<file path="src/rtl/pipeline_hazard_ctrl.sv">
// Front-end hazard controller for the 5-stage MIPS core.
// Handles load-use stalls, branch squash, dmem freeze and a debug drain/halt sequence.
module pipeline_hazard_ctrl #(
    parameter int DRAIN_CYCLES = 4,
    parameter int CNT_W        = 16
) (
    input  logic             clk,
    input  logic             rst_n,
    input  logic [4:0]       id_rs,
    input  logic [4:0]       id_rt,
    input  logic             id_uses_rt,
    input  logic             ex_mem_read,
    input  logic [4:0]       ex_rt,
    input  logic             ex_branch_taken,
    input  logic             dmem_busy,
    input  logic             halt_req,
    input  logic             resume,
    output logic             pc_hold,
    output logic             if_reg_en,
    output logic             branch_taken,
    output logic             idex_bubble,
    output logic             pipe_freeze,
    output logic             halted,
    output logic [CNT_W-1:0] stall_count,
    output logic [CNT_W-1:0] flush_count
);

    typedef enum logic [1:0] {RUN, DRAIN, HALTED} state_t;

    state_t     state;
    logic [3:0] drainCnt;
    logic       loadUse;
    logic       stallEvt;
    logic       flushEvt;

    assign loadUse = ex_mem_read && (ex_rt != 5'd0) &&
                     ((ex_rt == id_rs) || (id_uses_rt && (ex_rt == id_rt)));

    // Reset values are forced here so the outputs follow rst_n without waiting for a clock.
    always_comb begin
        pc_hold      = 1'b1;
        if_reg_en    = 1'b0;
        branch_taken = 1'b0;
        idex_bubble  = 1'b1;
        pipe_freeze  = 1'b0;
        halted       = 1'b0;
        stallEvt     = 1'b0;
        flushEvt     = 1'b0;
        if (rst_n) begin
            if (state == HALTED) begin
                halted = 1'b1;
            end else if (dmem_busy) begin
                idex_bubble = 1'b0;
                pipe_freeze = 1'b1;
                stallEvt    = 1'b1;
            end else if (ex_branch_taken) begin
                pc_hold      = 1'b0;
                if_reg_en    = 1'b1;
                branch_taken = 1'b1;
                flushEvt     = 1'b1;
            end else if (state == RUN && loadUse) begin
                stallEvt = 1'b1;
            end else if (state == RUN) begin
                pc_hold     = 1'b0;
                if_reg_en   = 1'b1;
                idex_bubble = 1'b0;
            end
        end
    end

    // Drain only counts down on plain bubble cycles; freezes and redirects stretch it.
    always_ff @(posedge clk or negedge rst_n) begin
        if (!rst_n) begin
            state    <= RUN;
            drainCnt <= 4'd0;
        end else begin
            case (state)
                RUN: begin
                    if (halt_req && !dmem_busy) begin
                        state    <= DRAIN;
                        drainCnt <= 4'(DRAIN_CYCLES);
                    end
                end
                DRAIN: begin
                    if (!dmem_busy && !ex_branch_taken) begin
                        drainCnt <= drainCnt - 4'd1;
                        if (drainCnt == 4'd1)
                            state <= HALTED;
                    end
                end
                HALTED: begin
                    if (resume)
                        state <= RUN;
                end
                default: state <= RUN;
            endcase
        end
    end

    // Saturating performance counters.
    always_ff @(posedge clk or negedge rst_n) begin
        if (!rst_n) begin
            stall_count <= '0;
            flush_count <= '0;
        end else begin
            if (stallEvt && stall_count != '1)
                stall_count <= stall_count + 1'b1;
            if (flushEvt && flush_count != '1)
                flush_count <= flush_count + 1'b1;
        end
    end

endmodule

</file>
<file path="config.mk">
export PLATFORM = sky130hd
export DESIGN_NAME = pipeline_hazard_ctrl
export DESIGN_NICKNAME = d
export VERILOG_FILES = /design/src/rtl/pipeline_hazard_ctrl.sv
export SDC_FILE = /design/constraint.sdc
export NUM_CORES = 1
export LEC_CHECK = 0
export BUFFER_PORTS_ARGS = -buffer_cell sky130_fd_sc_hd__clkbuf_2
export CAP_MARGIN = 10
export CORE_MARGIN = 2
export CORE_UTILIZATION = 51
export CTS_CLUSTER_SIZE = 40
export DETAILED_ROUTE_END_ITERATION = 8
export MAX_ROUTING_LAYER = met4
export PLACE_DENSITY = 0.87
export SYNTH_ARGS = -nofsm -noshare
export SYNTH_HDL_FRONTEND = slang
export SYNTH_SLANG_ARGS = --single-unit
</file>
<file path="constraint.sdc">
create_clock -name clk -period 2.2 [get_ports clk]
set_clock_uncertainty 0.15 [all_clocks]
set_input_delay 0.22 -clock clk [delete_from_list [all_inputs] [get_ports clk]]
set_output_delay 0.22 -clock clk [all_outputs]
set_load 0.02 [all_outputs]
</file>
==> results.md <==
* Status: finished clean
* Area Growth Syn to Fin at 29.3%
* GRT Util Overall at around 24%
* Setup TNS at 0 ps
* H-tree depth at 2
* Commonest non-fill, non-tap cells in the layout: clkbuf_2, dfrtp_1, xnor2_1, nand2_1, xor2_1
* Top area cells in the synthesized netlist: dfrtp_1, xnor2_1, xor2_1
* Wirelength per Cell at approximately 14 um
* Synth area leader: dfrtp_1
* IO Port Bufs at 60
* Root Driver: clkbuf_8
* CTS tree: done
* First-pass GRT wire length at 7790 um
* Max_cap viols at 0
* Final min period at 2070 ps
* Startpoint class of the critical path: register
* Clk slew on worst S/H paths at ~80 ps
* VDD IR max at just over 0.5 mV
* Die W at ~67 um
* Pint at around 1400 uW
* Dpl hpwl at 3360 um
* Leakage at between 0.001 and 0.0015 uW
* Largest net degree at the start of global routing at 22
* GPL Wtd Cong at 0.865
* Final Max Slew Viols at 0
* Drt drc at 0
* Critical-path cell list: buf_4 -> nor3_1 -> a31oi_1 -> inv_1 -> clkbuf_2
* Period utilization at between 90% and 100%
* Net Switching at roughly 860 uW
* Post-synth cell types at 40
* Num rows at 22
* Reg area at between 900 and 1000 um2
* Share of cells above drive strength 1 at around a third
* R2R Setup Slk at approximately 150 ps
* Ant diodes at 0
* Total CTS buffers at 5
* Cell count after synthesis at roughly 200
* Clock Latency Late Sink at roughly 300 ps
* Critical path data required time at between 1500 and 2000 ps
* Worst path max stage delay at 420 ps
* Final net count at 304
* Post-Route Utilization at 70.1%
* Synthesis Warnings at 0
* Vias/cell at around 5.3
* Switching portion of total power at 37.7%
* Most common cell after layout, fill and taps aside: clkbuf_2
* CP max-delay cell: dfrtp_1
* Worst hold path type: input pin to register
* Initial antenna violation count at 0
* Clock power share at approximately 23%
* Mapped Nets at between 200 and 250
* Combinational share of power at between 30% and 40%
* WS Path Type: register to primary output
* Area of the core at 3720 um2
* Maximum fanout along the worst path at 5
* CTS Buffer Depth at 2
* Least-Margin Pin Slew at 450 ps
* Clk sinks at 38
* Chip Height at roughly 67 um
* Final Hold Vio Count at 0
* Footprint of the multi-input gates at 1020 um2
* Final Setup Violations at 0
* # fillers at between 200 and 300
* Relative slew slack at roughly 70%
* Final WL at ~4600 um
* Grt ovf at 0
* Pre-Repair DR Iteration Count at 4
* Total I/O pin count at between 60 and 70
* Synth top area share at 47.2%
* Power Density at 873 nW/um2
* Crit end category: primary output
* Crit path DAT at 1700 ps
* Sequential fraction of the synthesis area at between 40% and 50%
* Remaining antenna violation count at 0
* Vias in the first global route at 1,706
* Synthesized area at ~2000 um2
* Die area at roughly 4500 um2
* Maximum clock frequency at approximately 480 MHz
* RSZ-0062 raised after global routing: false
* Part of the power in registers at between 40% and 50%
* DRT iter0 DRCs at approximately 80
* Initial core utilization at around 54%
* Synth Area per Inst at 10.3 um2
* Via count at roughly 1,700
* #FFs+latches synth at 38
[synthesized netlist by cell type]
cell type	instances
a21boi_1	1
a21o_1	1
a21oi_1	3
a21oi_2	1
a21oi_4	1
a31oi_1	2
a31oi_2	1
and2_1	3
and3_1	1
and4_1	4
and4b_1	1
buf_2	1
buf_6	1
dfrtp_1	38
ha_1	4
inv_1	10
mux2_1	1
mux2_2	1
mux2i_1	1
nand2_1	17
nand2b_1	2
nand3_1	14
nand4_1	8
nand4b_1	1
nor2_1	14
nor3_1	6
nor3_2	3
nor4_1	2
nor4b_1	1
nor4b_2	1
o211ai_1	1
o211ai_2	1
o21ai_0	2
o22ai_1	1
o31ai_1	1
or2_1	1
or3_1	1
or4_1	1
xnor2_1	26
xor2_1	15
[state kept, by name, indices dropped and copies added (netlist names)]
| signal | count |
|---|---|
| flush_count | 16 |
| state | 2 |
| stall_count | 16 |
| drainCnt | 4 |
[metal layers]
layer | global-route usage [%] | vias to the layer above | routed length (um)
met5 | - | - | 0
met4 | 11.5 | 0 | 123
met3 | 4.56 | 12 | 169
met2 | 41.5 | 39 | 2390
met1 | 27.7 | 839 | 1910
li1 | - | 839 | -
[area by class of cell]
cell class,count,area share [%]
Tap cell,48,2.31
Clock inverter,2,0.481
Timing Repair Buffer,77,16.9
Sequential cell,38,36.5
Clock buffer,6,3.17
Multi-Input combinational cell,145,39.2
Inverter,10,1.44
[critical path: cells and delay by family, from the launching register on]
kind | cells | cell delay (ps)
buffers and inverters | 3 | 400
AOI/OAI and AO/OA | 1 | 180
and+or+nand+nor | 1 | 390
DFF | 1 | 420
[through the flow]
step | hold slack [ps] | cell area [um2] | setup WS [ps] | total power (uW) | std cells
final | 145 | 2600 | 129 | 2270 | 326
after CTS | 140 | 2570 | 22.5 | 2280 | 323
after global placement | 95.4 | 2440 | 67.9 | 1720 | 312
after floorplan | -226 | 2010 | 41.2 | 1450 | 195
after global routing | 200 | 2600 | 5.65 | 2430 | 326
after detailed placement | 102 | 2440 | 25.3 | 1750 | 312
[repair_timing]
item	4_1_cts	5_1_grt
hold buffers	3	0
resized for setup	0	3
setup endpoints to repair	0	8
setup buffers	0	3
hold endpoints to repair	40	0
[worst paths after layout]
kind	start	depth (start not counted)	end
max	state[0]$_DFFE_PN0P_	5	if_reg_en
min	dmem_busy	4	state[0]$_DFFE_PN0P_
max reg2reg	stall_count[10]$_DFFE_PN0P_	6	stall_count[7]$_DFFE_PN0P_
min reg2reg	flush_count[6]$_DFFE_PN0P_	1	flush_count[6]$_DFFE_PN0P_
max in group asynchronous	rst_n	3	drainCnt[0]$_DFFE_PN0P_
min in group asynchronous	rst_n	3	state[0]$_DFFE_PN0P_
[power groups by stage]
stage	Combinational (uW)	Clock (uW)	Sequential, uW
final	753	512	1010
after global routing	840	551	1030
after CTS	752	521	1000
after detailed placement	742	0	1010
after global placement	714	0	1010
after floorplan	318	0	1130
[logic make-up (layout without fill, tap and decap cells)]
logic type	count (synthesis)	after routing	synth area share [%]
AO/OA/AOI/OAI	16	16	6.15
XOR/XNOR	41	41	17.8
adder cells (fa/ha/maj)	4	4	2.48
buffers and inverters	12	95	2.67
flip-flops	38	38	47.2
multiplexers	3	3	1.61
AND/OR/NAND/NOR	81	81	22.1
(Power assumes the default switching activity.)
